--- config.mk ---
export PLATFORM = sky130hd
export DESIGN_NAME = rf_wb_arbiter
export DESIGN_NICKNAME = d
export VERILOG_FILES = /design/src/rtl/rf_wb_arbiter.sv
export SDC_FILE = /design/constraint.sdc
export NUM_CORES = 1
export LEC_CHECK = 0
export ABC_AREA = 1
export BUFFER_PORTS_ARGS = -buffer_cell sky130_fd_sc_hd__buf_2
export CORE_MARGIN = 2
export CORE_UTILIZATION = 43
export DETAILED_ROUTE_END_ITERATION = 10
export GPL_ROUTABILITY_DRIVEN = 1
export GPL_TIMING_DRIVEN = 1
export HOLD_SLACK_MARGIN = 0.15
export PLACE_DENSITY = 0.81
export SLEW_MARGIN = 15
export SYNTH_ARGS = -nofsm -noshare
export SYNTH_HDL_FRONTEND = slang
export SYNTH_SLANG_ARGS = --single-unit
export TNS_END_PERCENT = 100
--- constraint.sdc ---
create_clock -name clk -period 2.3 [get_ports clk]
set_input_delay 0.23 -clock clk [delete_from_list [all_inputs] [get_ports clk]]
set_output_delay 0.23 -clock clk [all_outputs]
set_load 0.03 [all_outputs]
--- src/rtl/rf_wb_arbiter.sv ---
// ============================================================================
// Module   : rf_wb_arbiter
// Brief    : Round-robin write-back arbiter feeding one register-file write
//            port. Optional per-requester grant counters: RF_WB_GRANT_CNT_EN.
// Revision : 1.0 - initial release
// ============================================================================
`default_nettype none

module rf_wb_arbiter #(
  parameter int NUM_REQ       = 3,
  parameter int DATA_WIDTH    = 32,
  parameter int ADDRESS_WIDTH = 5
) (
  input  logic                             clk,
  input  logic                             rst,
  input  logic                             hold,
  input  logic [NUM_REQ-1:0]               req_valid,
  input  logic [NUM_REQ*ADDRESS_WIDTH-1:0] req_dest,
  input  logic [NUM_REQ*DATA_WIDTH-1:0]    req_data,
  output logic [NUM_REQ-1:0]               req_ready,
  output logic                             rg_wrt_en,
  output logic [ADDRESS_WIDTH-1:0]         rg_wrt_dest,
  output logic [DATA_WIDTH-1:0]            rg_wrt_data,
  output logic [NUM_REQ-1:0]               last_grant
`ifdef RF_WB_GRANT_CNT_EN
  ,
  output logic [NUM_REQ*16-1:0]            grant_cnt
`endif
);

  localparam int              PTR_W      = $clog2(NUM_REQ);
  localparam logic [PTR_W:0]  C_NUM_REQ  = (PTR_W+1)'(NUM_REQ);
  localparam logic [PTR_W-1:0] C_LAST_IDX = PTR_W'(NUM_REQ-1);

  logic [PTR_W-1:0]         r_ptr;
  logic [NUM_REQ-1:0]       w_grant;
  logic [PTR_W-1:0]         w_grant_idx;
  logic                     w_found;
  logic [PTR_W:0]           w_sum;
  logic [PTR_W-1:0]         w_idx;
  logic [NUM_REQ-1:0]       w_ready;
  logic                     w_xfer;
  logic [ADDRESS_WIDTH-1:0] w_dest;
  logic [DATA_WIDTH-1:0]    w_data;

  // Search from r_ptr upward, wrapping; the extra sum bit covers ptr+k < 2*NUM_REQ.
  always_comb begin
    w_grant     = '0;
    w_grant_idx = '0;
    w_found     = 1'b0;
    w_sum       = '0;
    w_idx       = '0;
    for (int k = 0; k < NUM_REQ; k++) begin
      w_sum = {1'b0, r_ptr} + (PTR_W+1)'(k);
      if (w_sum >= C_NUM_REQ) begin
        w_sum = w_sum - C_NUM_REQ;
      end
      w_idx = w_sum[PTR_W-1:0];
      if (!w_found && req_valid[w_idx]) begin
        w_found        = 1'b1;
        w_grant[w_idx] = 1'b1;
        w_grant_idx    = w_idx;
      end
    end
  end

  assign w_ready   = (hold || rst) ? '0 : w_grant;
  assign w_xfer    = |w_ready;
  assign req_ready = w_ready;

  // One-hot select, so OR-ing the masked slices is a plain mux.
  always_comb begin
    w_dest = '0;
    w_data = '0;
    for (int i = 0; i < NUM_REQ; i++) begin
      w_dest = w_dest | (req_dest[i*ADDRESS_WIDTH +: ADDRESS_WIDTH] & {ADDRESS_WIDTH{w_ready[i]}});
      w_data = w_data | (req_data[i*DATA_WIDTH +: DATA_WIDTH] & {DATA_WIDTH{w_ready[i]}});
    end
  end

  always_ff @(posedge clk) begin
    if (rst) begin
      r_ptr       <= '0;
      rg_wrt_en   <= 1'b0;
      rg_wrt_dest <= '0;
      rg_wrt_data <= '0;
      last_grant  <= '0;
    end else if (w_xfer) begin
      r_ptr       <= (w_grant_idx == C_LAST_IDX) ? '0 : w_grant_idx + 1'b1;
      rg_wrt_en   <= (w_dest != '0);
      rg_wrt_dest <= w_dest;
      rg_wrt_data <= w_data;
      last_grant  <= w_ready;
    end else begin
      rg_wrt_en   <= 1'b0;
    end
  end

`ifdef RF_WB_GRANT_CNT_EN
  for (genvar i = 0; i < NUM_REQ; i++) begin : g_grant_cnt
    logic [15:0] r_cnt;
    always_ff @(posedge clk) begin
      if (rst) begin
        r_cnt <= '0;
      end else if (w_ready[i] && (r_cnt != 16'hFFFF)) begin
        r_cnt <= r_cnt + 16'd1;
      end
    end
    assign grant_cnt[i*16 +: 16] = r_cnt;
  end
`endif

endmodule

`default_nettype wire

; ---- After elaboration in Yosys (flattened, before gate mapping)
; Cells that the tools add are included.
[totals]
ff_bits = 43
elab_cells = 70
[op_classes]
addsub = 6
magnitude_cmp = 9
eq_ne = 1
mux = 25
n_bitwise = 13
reduce_logical = 11
[op_table]
columns = op, count
row1 = 32-bit AND, 3
row2 = 32-bit bitwise OR, 2
row3 = 5-bit AND, 3
row4 = 2-bit two-way mux, 7
row5 = 3-bit two-way mux, 4
row6 = 5-bit bitwise OR, 2
row7 = 2-bit by 3-bit < comparator with 1-bit output (second input constant), 3
row8 = 1-bit two-way mux, 8
row9 = 1-bit binary-select mux with 2-bit select, 3
row10 = 1-bit demux with 2-bit select, 3
row11 = 2-bit by 1-bit greater-or-equal comparator with 1-bit output (second input constant), 3
row12 = 3-bit by 2-bit greater-or-equal comparator with 1-bit output (second input constant), 2
row13 = 3-bit bitwise OR, 2
row14 = 2-bit subtractor (second input constant), 3
row15 = 1-bit logical AND, 5
row16 = 5-bit nonzero test, 1
row17 = 2-bit by 1-bit adder with 3-bit output (second input constant), 1
row18 = 2-bit by 2-bit adder with 3-bit output (second input constant), 1
row19 = 3-bit OR reduction, 1
row20 = 2-bit by 1-bit adder with 2-bit output (second input constant), 1
row21 = 2-bit equality test (second input constant), 1
row22 = 2-bit greater-or-equal comparator (second input constant), 1
row23 = 1-bit logical NOT, 2
row24 = 2-bit OR reduction, 1
row25 = 2 further kinds, 2

; ---- Depth between registers and ports, before layout
; Gate-level depths: netlist of the first run.
[depth]
depth_word = 16
depth_mapped = 18

; ---- Worst setup path before layout of the first run
; No wires, ideal clock.
[synth_timing]
kind = reg-to-reg
startpoint = reg r_ptr[0]
endpoint = reg rg_wrt_dest[0]
setup_ns = 0.114
t_arrival_ns = 1.938
slack_ns = 0.248
stages_incl_launch_ff = 16
path_cell_list = dfxtp_1 > inv_1 > ha_1 > inv_1 > nand2_1 > nand3_1 > nand2_2 > nor2_2 > nand3_1 > nand2_2 > nand2_4 > nand2_2 > nor2_4 > buf_4 > a21oi_1 > nor2_1
[synth_between]
elab_chain_len = 15
elab_cells_between_ends = 50
classes_between = add/sub (5) / order compare (9) / mux (21) / bitwise (7) / reduce/logical (8)
[synth_lines]
columns = element, line
row1 = "start, declared", 35  ; logic [PTR_W-1:0] r_ptr;
row2 = "start signal, assigned", 89  ; r_ptr <= (w_grant_idx == C_LAST_IDX) ? '0 : w_grant_idx + 1'b1;
row3 = "2-bit by 1-bit adder with 3-bit output, or another cell as far along", 54  ; w_sum = {1'b0, r_ptr} + (PTR_W+1)'(k);
row4 = "3-bit by 2-bit greater-or-equal comparator with 1-bit output, or another cell as far along", 55  ; if (w_sum >= C_NUM_REQ) begin
row5 = "2-bit two-way mux, or another cell as far along", 55
row6 = "2-bit by 3-bit < comparator with 1-bit output (implied by the code), or another cell as far along", 61  ; w_grant[w_idx] = 1'b1;
row7 = "1-bit logical AND (implied by the code), or another cell as far along", 61
row8 = "1-bit two-way mux (implied by the code), or another cell as far along", 61
row9 = "1-bit demux with 2-bit select, or another cell as far along", 61
row10 = 3-bit bitwise OR (no source line) or 1-bit two-way mux (tied branches), n/a
row11 = 3-bit two-way mux or 1-bit logical NOT (tied branches), 59  ; if (!w_found && req_valid[w_idx]) begin
row12 = 3-bit bitwise OR (no source line) or 1-bit logical AND (tied branches), n/a
row13 = 3-bit two-way mux (*), 59
row14 = 3-bit two-way mux (*), 67  ; assign w_ready = (hold || rst) ? '0 : w_grant;
row15 = 5-bit AND, 76  ; w_dest = w_dest | (req_dest[i*ADDRESS_WIDTH +: ADDRESS_WIDTH] & {ADDRESS_WIDTH{w_ready[i]}});
row16 = 5-bit bitwise OR (2 in a row), 76
row17 = "end signal, assigned", 91  ; rg_wrt_dest <= w_dest;
row18 = "end, declared", 22  ; output logic [ADDRESS_WIDTH-1:0] rg_wrt_dest,
; Mark *: on every way between the ends. The rest lies on a longest branch, timed or not. The select of a mux whose other input is x is not followed.
; A chain may end at the register's enable or synchronous reset.

; ---- Worst setup path in the final report of the first run
[layout_timing]
startpoint = reg r_ptr[0]
endpoint = out req_ready[0]
[layout_between]
elab_chain_len = 12
elab_cells_between_ends = 44
classes_between = add/sub (5) / order compare (9) / mux (21) / bitwise (2) / reduce/logical (7)
[layout_lines]
columns = element, line
row1 = "2-bit by 1-bit adder with 3-bit output, or another cell as far along", 54
row2 = "3-bit by 2-bit greater-or-equal comparator with 1-bit output, or another cell as far along", 55
row3 = "2-bit two-way mux, or another cell as far along", 55
row4 = "2-bit by 3-bit < comparator with 1-bit output (implied by the code), or another cell as far along", 61
row5 = "1-bit logical AND (implied by the code), or another cell as far along", 61
row6 = "1-bit two-way mux (implied by the code), or another cell as far along", 61
row7 = "1-bit demux with 2-bit select, or another cell as far along", 61
row8 = 3-bit bitwise OR (no source line) or 1-bit two-way mux (tied branches), n/a
row9 = 3-bit two-way mux or 1-bit logical NOT (tied branches), 59
row10 = 3-bit bitwise OR (no source line) or 1-bit logical AND (tied branches), n/a
row11 = 3-bit two-way mux (*), 59
row12 = 3-bit two-way mux (*), 67
row13 = "end, declared", 20  ; output logic [NUM_REQ-1:0] req_ready,
; Marks and branches as above.

==> results.py, run 1 <==
metrics = {
    "outcome": {
        "outcome": "finished clean",
    },
    "timing": {
        "worst_clock_skew_ps": 2.77,
        "max_freq_mhz": 437,
        "worst_pin_slew_ps": 571,
        "drv_slew": 0,
        "finalCriticalPeriod_ps": 2290,
        "slew_headroom_pct": 61.9,
        "fin_crit_sh_pct": 99.5,
        "rsz0062_at_grt": "yes",
        "setup_viol_count_final": 0,
        "finalSetupTns_ps": 0,
        "hold_viol": 0,
    },
    "pwr": {
        "pwr-share-seq_pct": 23.6,
        "p_leak_nw": 2.02,
        "vdd_drop_max_mv": 0.842,
        "powerDensity_nw_per_um2": 1340,
        "switching_share_pct": 49.9,
        "p_total_mw": 5.12,
        "combinationalPowerShare_pct": 64.9,
        "cell_internal_pwr_mw": 2.57,
        "switching_power_mw": 2.56,
        "p_clk_share_pct": 11.6,
    },
    "layout": {
        "drive_gt1_share_pct": 40.3,
        "fin_nets": 693,
        "postLayoutCellArea_um2": 3820,
        "diodes": 0,
        "final_cell_mix": "buf_2 (157), nand3_1 (92), nand2_1 (87)",
        "utilization_pct": 65.3,
        "area_growth_pct": 49.0,
        "final_common_cell": "buf_2",
    },
    "cts": {
        "cts_buffer_depth": 2,
        "h-tree-depth": 2,
        "clkTransAtPathRegs_ps": 80,
        "cts_tree": "done",
        "holdBufCountCts": 0,
        "clock_latency_ps": 300,
        "cts_made_buffers": 5,
        "clkSinkCount": 43,
        "cts_root_buf": "clkbuf_8",
    },
    "worst_setup_path": {
        "cp-startpoint": "r_ptr[0]$_SDFFE_PP0P_",
        "worst_ep_arrival_time_ps": 2060,
        "cp-start-kind": "flip-flop",
        "r2r_start": "r_ptr[0]$_SDFFE_PP0P_",
        "endpoint_kind": "output pin",
        "slowest_stage": "dfxtp_2",
        "worstPathMaxFanout": 6,
        "required_ps": 2070,
        "path_cells": "inv_2 -> ha_4 -> buf_6 -> o21ai_0 -> nand2_1 -> nor2_4 -> nand3_2 -> nand2_2 -> nand2_4 -> inv_8 -> buf_12 -> buf_6",
        "slowest_delay_ps": 350,
        "worstSetupPathType": "reg -> out",
        "crit_top_cell": "buf_6",
    },
    "drt": {
        "avgViaCountPerCell": 5.09,
        "final_antenna_net_count": 0,
        "routed_wl_mm": 8.45,
        "drcViolationCount": 0,
        "first_pass_iters": 4,
        "drt_iter0_markers": 128,
        "wire_per_inst_um": 13.0,
        "vias": 3299,
    },
    "logic_synthesis": {
        "yosysTopAreaCell": "dfxtp_1",
        "yosysSeqAreaShare_pct": 33.6,
        "syn-instance-count": 402,
        "yosysWarnings": 0,
        "syn_nets": 523,
        "syn_area_um2": 2560,
        "ys_ff_latch": 43,
        "synth_cell_types": 23,
        "syn_area_per_cell_um2": 6.38,
        "netlist_top_cells_area": "dfxtp_1 (34%), nand3_1 (19%), nand2_1 (13%), nor2_1 (11%), o21ai_0 (4.1%)",
        "synthDominantCellAreaShare_pct": 33.6,
    },
    "place": {
        "dp.final_hpwl_mm": 5.83,
        "place_area_um2": 3460,
        "gp_congestion": 0.956,
        "io_buffer_count": 160,
    },
    "global_routing": {
        "grt_usage_pct": 23.6,
        "grt_max_degree": 39,
        "antenna_found_initial": 0,
        "grt_pass1_vias": 2795,
        "grt_overflow_total": 0,
        "grt_first_pass_wirelength_mm": 12.4,
    },
    "floorplan": {
        "die_x_um": 81.2,
        "dieArea_um2": 6600,
        "core_um2": 5850,
        "io_pins": 161,
        "initial_utilization_pct": 43.8,
        "rows": 28,
        "die_y_um": 81.2,
    },
    "job": {
        "drv_cap": 0,
    },
    "worst_hold_path": {
        "min_from": "rst",
        "min_path_type": "in -> reg",
    },
}
==> synth_stat cells, drive strengths merged <==
cell / instances
o211ai: 1
inv: 17
clkbuf: 8
dfxtp: 43
buf: 17
o21ai: 38
nor2: 75
a21oi: 4
nand3: 99
ha: 4
nand2: 96
==> final cells by class <==
type                       count  area, um^2
clock buffer                   5        68.8
clock inverter                 3        43.8
fill                         523        2030
inverter                      17        78.8
multi-input combinational    320        1590
sequential                    43         866
tap                           75        93.8
timing repair buffer         185        1080
==> logic make-up (layout without fill, tap and decap cells) <==
logic type | count (synthesis) | count (layout) | synth area share [%]
and+or+nand+nor | 270 | 273 | 47.3
adders and majority gates | 4 | 4 | 1.95
AOI/OAI and AO/OA | 43 | 43 | 8.63
buffers and inverters | 42 | 210 | 8.58
DFF | 43 | 43 | 33.6
==> path summary, 6_finish.rpt <==
check,depth (start not counted),slack [ps],to
worst max-delay path,12,10,req_ready[0]
worst min-delay path,2,210,rg_wrt_dest[1]$_SDFFE_PP0P_
worst max register to register,15,90,rg_wrt_dest[0]$_SDFFE_PP0P_
worst min register to register,2,470,last_grant[1]$_SDFFE_PP0P_
==> power groups by stage <==
stage | clock network (mW) | registers (mW) | logic (mW)
final | 0.592 | 1.21 | 3.32
after global routing | 0.634 | 1.25 | 3.61
after CTS | 0.602 | 1.20 | 3.11
after detailed placement | 0 | 1.21 | 2.94
after global placement | 0 | 1.20 | 2.88
after floorplan | 0 | 1.79 | 1.54
==> critical path: cells and delay by family (launching register included) <==
kind / cells / cell delay, ps
buf+inv: 5 / 530
simple gates: 5 / 570
fa+ha+maj: 1 / 250
compound gates: 1 / 60
flops: 1 / 350
==> layer usage <==
| metal | wire (um) | track usage, % | up-vias |
|---|---|---|---|
| met2 | 4210 | 43.0 | 145 |
| met4 | 123 | 7.12 | 0 |
| met5 | 0 | 0 | - |
| li1 | - | - | 1656 |
| met3 | 708 | 6.00 | 14 |
| met1 | 3400 | 27.0 | 1484 |
==> stage by stage <==
step                      hold WS (ps)  setup slack, ps  std cells
after global placement             457            -86.1        628
after detailed placement           464             -214        628
after floorplan                    302              248        402
final                              205             11.0        648
after CTS                          200            -67.6        640
after global routing               197            -64.3        648
==> flip-flops by register name, indices dropped and copies added, names as in the netlist <==
| register | count |
|---|---|
| rg_wrt_data | 32 |
| rg_wrt_dest | 5 |
| last_grant | 3 |
| r_ptr | 2 |
| rg_wrt_en | 1 |
==> timing repair <==
item	4_1_cts	5_1_grt
endpoints found under the setup margin	44	45
cloned	2	2
setup buffers	2	7
resized for setup	18	20
pin swaps	6	11
Note: power is estimated with default switching activity, not from simulation.
==> run 2, diff against run 1 <==
--- a/config.mk
+++ b/config.mk
@@ -5,10 +5,10 @@
 export SDC_FILE = /design/constraint.sdc
 export NUM_CORES = 1
 export LEC_CHECK = 0
-export ABC_AREA = 1
 export BUFFER_PORTS_ARGS = -buffer_cell sky130_fd_sc_hd__buf_2
+export CAP_MARGIN = 20
 export CORE_MARGIN = 2
-export CORE_UTILIZATION = 43
+export CORE_UTILIZATION = 41
 export DETAILED_ROUTE_END_ITERATION = 10
 export GPL_ROUTABILITY_DRIVEN = 1
 export GPL_TIMING_DRIVEN = 1
==> run 2 against run 1 <==
- the flow now finishes with violations (setup timing)
- hold slack got worse by 30 ps
- die area fell by 8.7%
- register-to-register slack got worse by 260 ps
==> results.py, run 2 <==
metrics = {
    "logic_synthesis": {
        "synth_edf_count": 0,
        "netlist_top_cells_area": "dfxtp_1 (39%), a222oi_1 (16%), a211oi_1 (11%), nor2_1 (6.6%), buf_2 (2.3%)",
        "ys_top_cells_by_count": "dfxtp_1 (43), nor2_1 (39), a222oi_1 (36)",
        "synth.most_common_cell": "dfxtp_1",
        "async_flop_share_pct": 0,
        "syn_nets": 360,
        "synth_cell_types": 46,
        "syn_area_per_cell_um2": 9.30,
        "syn-instance-count": 239,
        "ys_ff_latch": 43,
        "yosysSeqAreaShare_pct": 38.7,
        "synthDominantCellAreaShare_pct": 38.7,
        "syn_area_um2": 2220,
        "yosysTopAreaCell": "dfxtp_1",
        "yosysWarnings": 0,
        "synth_top_flop_cell": "dfxtp_1",
    },
    "place": {
        "gp_congestion": 0.866,
        "io_buffer_count": 160,
        "dp.final_hpwl_mm": 5.76,
        "dp.cells": 471,
    },
    "pwr": {
        "vdd_drop_max_mv": 0.714,
        "pwr-share-seq_pct": 22.2,
        "p_leak_nw": 1.86,
        "powerDensity_nw_per_um2": 1430,
        "combinationalPowerShare_pct": 67.2,
        "switching_power_mw": 2.64,
        "switching_share_pct": 45.6,
        "cell_internal_pwr_mw": 3.15,
        "p_clk_share_pct": 10.7,
        "p_total_mw": 5.79,
    },
    "worst_setup_path": {
        "endpoint_kind": "flip-flop",
        "worstPathMaxFanout": 6,
        "path_cells": "inv_4 -> ha_4 -> mux2_4 -> buf_12 -> nor4b_4 -> nor4_4 -> buf_4 -> o221ai_4 -> buf_6 -> buf_16 -> nor2_1 -> a211oi_1",
        "path_buf_inv": 5,
        "required_ps": 2520,
        "cp-start-kind": "flip-flop",
        "worstSetupPathType": "reg -> reg",
        "worst_ep_arrival_time_ps": 2680,
        "rrSetupSlack_ps": -170,
        "cp_top_family": "buffers and inverters",
        "slowest_stage": "dfxtp_4",
        "slowest_delay_ps": 390,
    },
    "layout": {
        "area_growth_pct": 82.0,
        "largest_reg_flops": 32,
        "drive_gt1_share_pct": 63.9,
        "top_register": "rg_wrt_data",
        "reg_top3": "rg_wrt_data x32, rg_wrt_dest x5, last_grant x3",
        "layout.area.seq_um2": 868,
        "final_cell_mix": "buf_2 (158), dfxtp_1 (41), a222oi_1 (36)",
        "final_common_cell": "buf_2",
        "fin_nets": 555,
        "utilization_pct": 78.2,
        "multi_input_area_um2": 1490,
        "fillers": 325,
        "final_cells": 506,
    },
    "cts": {
        "cts_tree": "done",
        "clock_latency_ps": 310,
        "cts_root_buf": "clkbuf_8",
        "holdBufCountCts": 0,
        "h-tree-depth": 2,
        "clkTransAtPathRegs_ps": 90,
        "cts_made_buffers": 5,
        "cts_buffer_depth": 2,
        "clkSinkCount": 43,
    },
    "drt": {
        "wire_per_inst_um": 18.7,
        "vias": 3103,
        "drt_iter0_markers": 299,
        "avgViaCountPerCell": 6.13,
        "first_pass_iters": 8,
        "drcViolationCount": 0,
        "routed_wl_mm": 9.45,
        "final_antenna_net_count": 0,
    },
    "timing": {
        "max_freq_mhz": 405,
        "drv_slew": 0,
        "fin_crit_sh_pct": 107,
        "rsz0062_at_grt": "yes",
        "setup_viol_count_final": 44,
        "finalCriticalPeriod_ps": 2470,
        "finalSetupTns_ps": -3940,
        "worst_slack_ps": -167,
        "slew_headroom_pct": 62.8,
        "worst_clock_skew_ps": 3.92,
        "hold_viol": 0,
        "worst_pin_slew_ps": 558,
    },
    "floorplan": {
        "initial_utilization_pct": 43.0,
        "io_pins": 161,
        "die_x_um": 77.6,
        "rows": 26,
        "dieArea_um2": 6020,
        "die_y_um": 77.6,
        "core_um2": 5170,
    },
    "worst_hold_path": {
        "min_path_type": "in -> reg",
    },
    "outcome": {
        "outcome": "complete, but fails checks",
        "violations": "setup timing",
    },
    "global_routing": {
        "grt_overflow_total": 0,
        "antenna_found_initial": 1,
        "grt_first_pass_wirelength_mm": 13.6,
        "grt_usage_pct": 28.3,
        "grt_max_degree": 39,
        "grt_pass1_vias": 2809,
    },
    "job": {
        "drv_cap": 0,
    },
}
==> run 2: worst reg2reg max path, cell delays in order, from the launching register on <==
cell and delay, ps:
dfxtp_4 390, inv_4 40, ha_4 150, mux2_4 320, buf_12 130, nor4b_4 260, nor4_4 90, buf_4 160
o221ai_4 240, buf_6 180, buf_16 140, nor2_1 40, a211oi_1 240
==> run 2: power groups by stage <==
stage / Sequential [mW] / Clock [mW] / Combinational (mW)
global placement: 1.24 / 0 / 2.77
floorplan: 1.86 / 0 / 1.28
global route: 1.32 / 0.653 / 4.10
CTS: 1.26 / 0.617 / 3.47
detailed placement: 1.26 / 0 / 2.82
finish: 1.28 / 0.617 / 3.89
==> run 2: layout make-up <==
cell class	count	area share (%)
antenna	1	0.0619
clock buffer	5	1.70
clock inverter	3	1.08
inverter	6	0.619
multi-input combinational	166	36.8
sequential	43	21.5
tap	70	2.17
timing repair buffer	212	36.1
==> run 2: path summary, 6_finish.rpt <==
path | start | to | cells after the start
worst min register to register | last_grant[1]$_SDFFE_PP0P_ | last_grant[1]$_SDFFE_PP0P_ | 1
worst min-delay path | req_dest[11] | rg_wrt_en$_SDFF_PP0_ | 3
worst max register to register | r_ptr[1]$_SDFFE_PP0P_ | rg_wrt_data[12]$_SDFFE_PP0P_ | 12
worst max-delay path | r_ptr[1]$_SDFFE_PP0P_ | rg_wrt_data[12]$_SDFFE_PP0P_ | 12
==> run 2: metrics by stage <==
| stage | cell area (um^2) | hold WS (ps) | worst slack (ps) |
|---|---|---|---|
| 2_1_floorplan | 2250 | 346 | 7.59 |
| 3_3_place_gp | 3300 | 428 | -131 |
| 3_5_place_dp | 3300 | 441 | -196 |
| 4_1_cts | 3790 | 183 | -123 |
| 5_1_grt | 4040 | 189 | -233 |
| 6_report | 4040 | 175 | -167 |
==> run 2: layer usage <==
layer,global-route usage (%),wire [um],vias to the layer above
li1,-,-,1363
met1,32.6,3640,1492
met2,50.1,4690,223
met3,5.58,839,25
met4,13.0,281,0
met5,0,0,-
==> run 2: cell families after synthesis <==
| kind of cell | count (synthesis) | synth area share (%) |
|---|---|---|
| AOI/OAI and AO/OA | 95 | 37.1 |
| and+or+nand+nor | 64 | 14.2 |
| DFF | 43 | 38.7 |
| adders and majority gates | 4 | 2.25 |
| buffers and inverters | 30 | 6.14 |
| muxes | 3 | 1.63 |
==> run 2: timing repair <==
item,in CTS,in global routing
resized for setup,51,29
pin swaps,18,13
endpoints found under the setup margin,44,45
cloned,3,4
buffers inserted,11,8
hold endpoints to repair,0,0
